--- src/rtl/bus_router_if.sv ---
// Master-to-slave routing bus bundle for bus_router: master side, decoder inputs and the
// fan-out slave side. The router connects through the slave modport.
interface bus_router_if;
  logic         m_cyc_i;
  logic         m_stb_i;
  logic         m_we_i;
  logic [3:0]   m_sel_i;
  logic [31:0]  m_adr_i;
  logic [31:0]  m_dat_i;
  logic [3:0]   chipselect;
  logic         fault;
  logic [31:0]  m_dat_o;
  logic         m_ack_o;
  logic         m_err_o;
  logic [15:0]  s_cyc_o;
  logic [15:0]  s_stb_o;
  logic         s_we_o;
  logic [3:0]   s_sel_o;
  logic [31:0]  s_adr_o;
  logic [31:0]  s_dat_o;
  logic [511:0] s_dat_i;
  logic [15:0]  s_ack_i;
  logic         busy;

  modport slave (
    input  m_cyc_i, m_stb_i, m_we_i, m_sel_i, m_adr_i, m_dat_i, chipselect, fault,
    input  s_dat_i, s_ack_i,
    output m_dat_o, m_ack_o, m_err_o, s_cyc_o, s_stb_o, s_we_o, s_sel_o, s_adr_o, s_dat_o,
    output busy
  );

  modport master (
    output m_cyc_i, m_stb_i, m_we_i, m_sel_i, m_adr_i, m_dat_i, chipselect, fault,
    output s_dat_i, s_ack_i,
    input  m_dat_o, m_ack_o, m_err_o, s_cyc_o, s_stb_o, s_we_o, s_sel_o, s_adr_o, s_dat_o,
    input  busy
  );
endinterface

--- src/rtl/bus_router.sv ---
// Single-master to 16-slave bus router: strobes the decoded slave, waits for its ack
// with a timeout, and answers the master with exactly one ack or err cycle.
module bus_router #(
  parameter int unsigned TIMEOUT = 16
) (
  input logic         clk_i,
  input logic         rst_i,
  bus_router_if.slave bus
);

  typedef enum logic [1:0] {StIdle, StActive, StResp} state_e;

  state_e      state_q, state_d;
  logic [3:0]  sel_q, sel_d;
  logic [7:0]  cnt_q, cnt_d;
  logic [31:0] dat_q, dat_d;
  logic        ack_q, ack_d;
  logic        err_q, err_d;
  logic        sel_ack;

  assign sel_ack = bus.s_ack_i[sel_q];

  always_comb begin
    state_d = state_q;
    sel_d   = sel_q;
    cnt_d   = cnt_q;
    dat_d   = dat_q;
    ack_d   = 1'b0;
    err_d   = 1'b0;
    unique case (state_q)
      StIdle: begin
        if (bus.m_cyc_i && bus.m_stb_i) begin
          if (bus.fault || (bus.chipselect == 4'd0)) begin
            err_d   = 1'b1;
            state_d = StResp;
          end else begin
            sel_d   = bus.chipselect;
            cnt_d   = 8'd0;
            state_d = StActive;
          end
        end
      end
      StActive: begin
        // Master abandoning the cycle wins over any ack arriving in the same cycle.
        if (!bus.m_cyc_i) begin
          state_d = StIdle;
        end else if (sel_ack) begin
          dat_d   = bus.s_dat_i[{sel_q, 5'b0} +: 32];
          ack_d   = 1'b1;
          state_d = StResp;
        end else if (cnt_q == 8'(TIMEOUT - 1)) begin
          err_d   = 1'b1;
          state_d = StResp;
        end else begin
          cnt_d = cnt_q + 8'd1;
        end
      end
      StResp:  state_d = StIdle;
      default: state_d = StIdle;
    endcase
  end

  always_ff @(posedge clk_i) begin
    if (rst_i) begin
      state_q <= StIdle;
      sel_q   <= 4'd0;
      cnt_q   <= 8'd0;
      dat_q   <= 32'd0;
      ack_q   <= 1'b0;
      err_q   <= 1'b0;
    end else begin
      state_q <= state_d;
      sel_q   <= sel_d;
      cnt_q   <= cnt_d;
      dat_q   <= dat_d;
      ack_q   <= ack_d;
      err_q   <= err_d;
    end
  end

  assign bus.m_dat_o = dat_q;
  assign bus.m_ack_o = ack_q;
  assign bus.m_err_o = err_q;
  assign bus.busy    = (state_q != StIdle);
  assign bus.s_cyc_o = (state_q == StActive) ? (16'h0001 << sel_q) : 16'h0000;
  assign bus.s_stb_o = (state_q == StActive) ? (16'h0001 << sel_q) : 16'h0000;
  assign bus.s_we_o  = bus.m_we_i;
  assign bus.s_sel_o = bus.m_sel_i;
  assign bus.s_adr_o = bus.m_adr_i;
  assign bus.s_dat_o = bus.m_dat_i;

endmodule

--- src/flat_wrapper.sv ---
// flat-port wrapper written by rule: the top's interface ports become plain ports
module bus_router_flat 
#(
  parameter int unsigned TIMEOUT = 16
)
  (clk_i, rst_i, bus_m_cyc_i, bus_m_stb_i, bus_m_we_i, bus_m_sel_i, bus_m_adr_i, bus_m_dat_i, bus_chipselect, bus_fault, bus_s_dat_i, bus_s_ack_i, bus_m_dat_o, bus_m_ack_o, bus_m_err_o, bus_s_cyc_o, bus_s_stb_o, bus_s_we_o, bus_s_sel_o, bus_s_adr_o, bus_s_dat_o, bus_busy);
  bus_router_if bus_i ();
  input logic clk_i;
  input logic rst_i;
  input wire logic [$bits(bus_i.m_cyc_i)-1:0] bus_m_cyc_i;
  input wire logic [$bits(bus_i.m_stb_i)-1:0] bus_m_stb_i;
  input wire logic [$bits(bus_i.m_we_i)-1:0] bus_m_we_i;
  input wire logic [$bits(bus_i.m_sel_i)-1:0] bus_m_sel_i;
  input wire logic [$bits(bus_i.m_adr_i)-1:0] bus_m_adr_i;
  input wire logic [$bits(bus_i.m_dat_i)-1:0] bus_m_dat_i;
  input wire logic [$bits(bus_i.chipselect)-1:0] bus_chipselect;
  input wire logic [$bits(bus_i.fault)-1:0] bus_fault;
  input wire logic [$bits(bus_i.s_dat_i)-1:0] bus_s_dat_i;
  input wire logic [$bits(bus_i.s_ack_i)-1:0] bus_s_ack_i;
  output wire logic [$bits(bus_i.m_dat_o)-1:0] bus_m_dat_o;
  output wire logic [$bits(bus_i.m_ack_o)-1:0] bus_m_ack_o;
  output wire logic [$bits(bus_i.m_err_o)-1:0] bus_m_err_o;
  output wire logic [$bits(bus_i.s_cyc_o)-1:0] bus_s_cyc_o;
  output wire logic [$bits(bus_i.s_stb_o)-1:0] bus_s_stb_o;
  output wire logic [$bits(bus_i.s_we_o)-1:0] bus_s_we_o;
  output wire logic [$bits(bus_i.s_sel_o)-1:0] bus_s_sel_o;
  output wire logic [$bits(bus_i.s_adr_o)-1:0] bus_s_adr_o;
  output wire logic [$bits(bus_i.s_dat_o)-1:0] bus_s_dat_o;
  output wire logic [$bits(bus_i.busy)-1:0] bus_busy;
  assign bus_i.m_cyc_i = bus_m_cyc_i;
  assign bus_i.m_stb_i = bus_m_stb_i;
  assign bus_i.m_we_i = bus_m_we_i;
  assign bus_i.m_sel_i = bus_m_sel_i;
  assign bus_i.m_adr_i = bus_m_adr_i;
  assign bus_i.m_dat_i = bus_m_dat_i;
  assign bus_i.chipselect = bus_chipselect;
  assign bus_i.fault = bus_fault;
  assign bus_i.s_dat_i = bus_s_dat_i;
  assign bus_i.s_ack_i = bus_s_ack_i;
  assign bus_m_dat_o = bus_i.m_dat_o;
  assign bus_m_ack_o = bus_i.m_ack_o;
  assign bus_m_err_o = bus_i.m_err_o;
  assign bus_s_cyc_o = bus_i.s_cyc_o;
  assign bus_s_stb_o = bus_i.s_stb_o;
  assign bus_s_we_o = bus_i.s_we_o;
  assign bus_s_sel_o = bus_i.s_sel_o;
  assign bus_s_adr_o = bus_i.s_adr_o;
  assign bus_s_dat_o = bus_i.s_dat_o;
  assign bus_busy = bus_i.busy;
  bus_router #(.TIMEOUT(TIMEOUT)) u_core (.clk_i(clk_i), .rst_i(rst_i), .bus(bus_i));
endmodule
--- config.mk ---
export PLATFORM = sky130hd
export DESIGN_NAME = bus_router_flat
export DESIGN_NICKNAME = d
export VERILOG_FILES = /design/src/rtl/bus_router_if.sv /design/src/rtl/bus_router.sv /design/src/flat_wrapper.sv
export SDC_FILE = /design/constraint.sdc
export NUM_CORES = 1
export LEC_CHECK = 0
export ABC_AREA = 1
export BUFFER_PORTS_ARGS = -buffer_cell sky130_fd_sc_hd__buf_2
export CAP_MARGIN = 20
export CORE_AREA = 2 2 288 290
export DETAILED_ROUTE_END_ITERATION = 6
export DIE_AREA = 0 0 290 292
export GPL_TIMING_DRIVEN = 0
export MAX_ROUTING_LAYER = met4
export PLACE_DENSITY = 0.33
export SLEW_MARGIN = 15
export SYNTH_ARGS = -nofsm -noshare
export SYNTH_HDL_FRONTEND = slang
export SYNTH_SLANG_ARGS = --single-unit
--- constraint.sdc ---
create_clock -name clk_i -period 1.6 [get_ports clk_i]
set_clock_uncertainty 0.1 [all_clocks]
set_input_delay 0.32 -clock clk_i [delete_from_list [all_inputs] [get_ports clk_i]]
set_output_delay 0.32 -clock clk_i [all_outputs]
set_load 0.02 [all_outputs]
==> impl_metrics.yaml <==
outcome:
  outcome: "finished, violations left"
  violations: "negative setup slack"
worst_setup_path:
  worstPathArrival_ps: 2340
  worstSetupPathType: "reg2reg"
  r2r_slack_ps: -630
  end_kind: "flop"
  r2r-start: "u_core.sel_q[1]"
  crit_fanout: 10
  reg2reg_to: "u_core.bus.m_dat_o[8]"
  r2r_cells: 10
  startpoint_type: "flop"
  required_ps: 1710
die:
  floorplan.initialDensity_pct: 8.13
  rows: 105
  core_um2: 81600
  ioPinCount: 742
  die_w_um: 290
  die-height_um: 292
  die-area_um2: 84700
timing:
  setup_slack_ps: -631
  drv_slew: 0
  max_freq_mhz: 448
  worst_slew_pin_slew_ps: 720
  final.min_clock_period_ps: 2230
  rsz0062_at_grt: "yes"
  post-route-period-util_pct: 139
  hold_viol_final: 0
  finalSetupViolCount: 76
  slew_headroom_pct: 52.0
  holdWs_ps: 178
power:
  p_leak_uw: 0.00676
  ir_drop_mv: 0.468
  p_comb_share_pct: 60.2
  swShare_pct: 44.4
  clockPowerShare_pct: 20.4
  power.density_nw_per_um2: 450
  pwr-share-seq_pct: 19.4
  fin_total_pwr_uw: 6550
  p_int_uw: 3640
  p_sw_uw: 2910
yosys:
  ys_ff_latch: 48
  synth_flop_cell: "dfxtp_1"
  synth.top_cells.by_area: "nand2_1 (31%), dfxtp_1 (14%), nand4_1 (12%)"
  synth-edff-count: 0
  synth_cells: 1267
  syn_nets: 1874
  synthTopCellsByCount: "nand2_1 (542), nor2_1 (160), nand4_1 (130)"
  yosysUniqueCellTypes: 25
  synthArstFlopShare_pct: 0
  post-synth-top-count-cell: "nand2_1"
  ys_seq_area_share_pct: 14.5
  synth.top_cell.area_share_pct: 30.7
  netlist_area_um2: 6630
  syn_area_per_cell_um2: 5.23
  ys_warn_count: 0
  yosysTopAreaCell: "nand2_1"
cells_and_area:
  fin_area_um2: 14500
  syn_to_final_growth_pct: 119
  nets: 2633
  layout-drive-gt1-share_pct: 55.4
drt:
  first_pass_iters: 5
  drt_iter0_drc: 481
  drc: 0
  via_per_inst: 3.76
  drt_wl_total_um: 78900
  antenna_left: 0
  routed-via-count: 11706
  wire_per_inst_um: 25.4
global_route:
  grt_pass1_wl_um: 102000
  grt_util_all_layers_pct: 18.3
  antenna_found_initial: 24
  grt_overflow: 0
  grt_pass1_vias: 12196
  grt_max_degree: 16
place:
  dp_slack_ps: -1750
  placed_area_um2: 11800
  port_buffers: 672
  routabilityCongestion: 0.856
  dp_hpwl_um: 66900
clocking:
  cts-root-buf: "clkbuf_16"
  cts_buffers: 5
  htree_num_levels: 2
  cts_tree: "built"
  numClockSinks: 48
  max-clock-path-buffers: 2
  clk_pin_slew_ps: 80
  postCtsHoldBufs: 0
  clkLatencyLatePin_ps: 310
run:
  maxCapViolCount: 0
hold_path:
  holdPathEnd: "u_core.sel_q[0]"
  min_path_cells: 3
  min_path_type: "in2reg"
  worstHoldStart: "bus_chipselect[0]"
## power groups by stage
| stage | Combinational, uW | Sequential [uW] | Clock (uW) |
|---|---|---|---|
| final | 3940 | 1270 | 1330 |
| after global routing | 4260 | 1280 | 1440 |
| after global placement | 3280 | 1290 | 0 |
| after CTS | 3880 | 1270 | 1390 |
| after floorplan | 1330 | 1300 | 0 |
| after detailed placement | 3300 | 1290 | 0 |
## flip-flops by register name (all words and copies together), names as in the netlist
register,flops
u_core.bus.m_dat_o,32
u_core.bus.m_err_o,1
u_core.state_q,2
u_core.bus.m_ack_o,1
u_core.sel_q,4
u_core.cnt_q,8
## per-layer routing
layer  vias up  part of all wire, %  track usage (%)
li1       5679                    -                -
met1      5404                   42             21.8
met2       568                   51             32.9
met3        55                  4.7             2.47
met4         0                  2.3             3.39
met5         -                    0                -
## critical path, stage by stage, from the launching register on
cell and delay, ps:
dfxtp_4 460, nor2_4 50, buf_12 150, clkbuf_16 170
clkbuf_8 180, nand2_1 70, nand4_1 330, o211ai_1 250
o21ai_2 150, nor2_2 150, nor2_1 50
## stage by stage
stage | utilization [%] | cells | setup TNS [ps]
2_1_floorplan | - | 1267 | -744
3_3_place_gp | 14.3 | 3009 | -86960
3_5_place_dp | 14.4 | 3012 | -83020
4_1_cts | 16.7 | 3070 | -40910
5_1_grt | 17.8 | 3105 | -43580
6_report | 17.8 | 3112 | -36290
## worst max path at each step
| stage | startpoint | to | slack (ps) |
|---|---|---|---|
| floorplan | u_core.sel_q[0] | bus_s_stb_o[6] | -60 |
| global placement | u_core.sel_q[0] | u_core.bus.m_dat_o[6] | -1860 |
| detailed placement | u_core.sel_q[2] | u_core.bus.m_dat_o[14] | -1750 |
| CTS | u_core.sel_q[0] | u_core.bus.m_dat_o[8] | -710 |
| global route | u_core.sel_q[0] | u_core.bus.m_dat_o[22] | -700 |
| finish | u_core.sel_q[1] | u_core.bus.m_dat_o[8] | -630 |
## cells in the final DEF (no fill, tap or decap), types with 5 or more instances in the layout
| master | count |
|---|---|
| o211ai_1 | 6 |
| a22oi_2 | 10 |
| diode_2 | 15 |
| a22oi_1 | 14 |
| clkbuf_8 | 6 |
| clkbuf_4 | 5 |
| clkbuf_1 | 6 |
| clkbuf_16 | 16 |
| buf_12 | 26 |
| o21ai_2 | 21 |
| buf_8 | 15 |
| nand2_1 | 504 |
| buf_2 | 643 |
| dfxtp_1 | 40 |
| o21ai_0 | 26 |
| nand2_8 | 10 |
| nor2_4 | 43 |
| o22ai_4 | 7 |
| nand3_2 | 13 |
| o22ai_2 | 7 |
| nand4_1 | 130 |
| nor2_2 | 26 |
| nor2_1 | 96 |
| nand2_4 | 6 |
| o21ai_1 | 47 |
| nand2_2 | 23 |
| buf_6 | 72 |
| clkbuf_2 | 9 |
| nand3_1 | 8 |
| o22ai_1 | 5 |
| inv_1 | 16 |
| buf_4 | 128 |
## area by class of cell
class | instances | area, um^2
Fill cell | 9686 | 67000
Multi-Input combinational cell | 1020 | 5570
Timing Repair Buffer | 756 | 4510
Buffer | 169 | 1790
Tap cell | 1070 | 1340
Sequential cell | 48 | 981
Clock buffer | 6 | 139
Inverter | 26 | 133
Clock inverter | 2 | 38.8
Antenna cell | 15 | 37.5
## cell families (layout without fill, tap and decap cells)
group / after synthesis / after routing / share of synthesized area (%)
adders and majority gates: 1 / 1 / 0.189
DFF: 48 / 48 / 14.5
AOI/OAI and AO/OA: 155 / 155 / 13.2
and+or+nand+nor: 863 / 864 / 54.6
buffers and inverters: 200 / 959 / 17.5
other: 0 / 15 / 0
## repair_timing
action / in CTS / in global routing
pin swaps: 63 / 77
gates resized for setup: 318 / 177
setup endpoints to repair: 78 / 78
cloned: 2 / 4
buffers inserted: 48 / 31
Note: power is estimated with default switching activity, not from simulation.
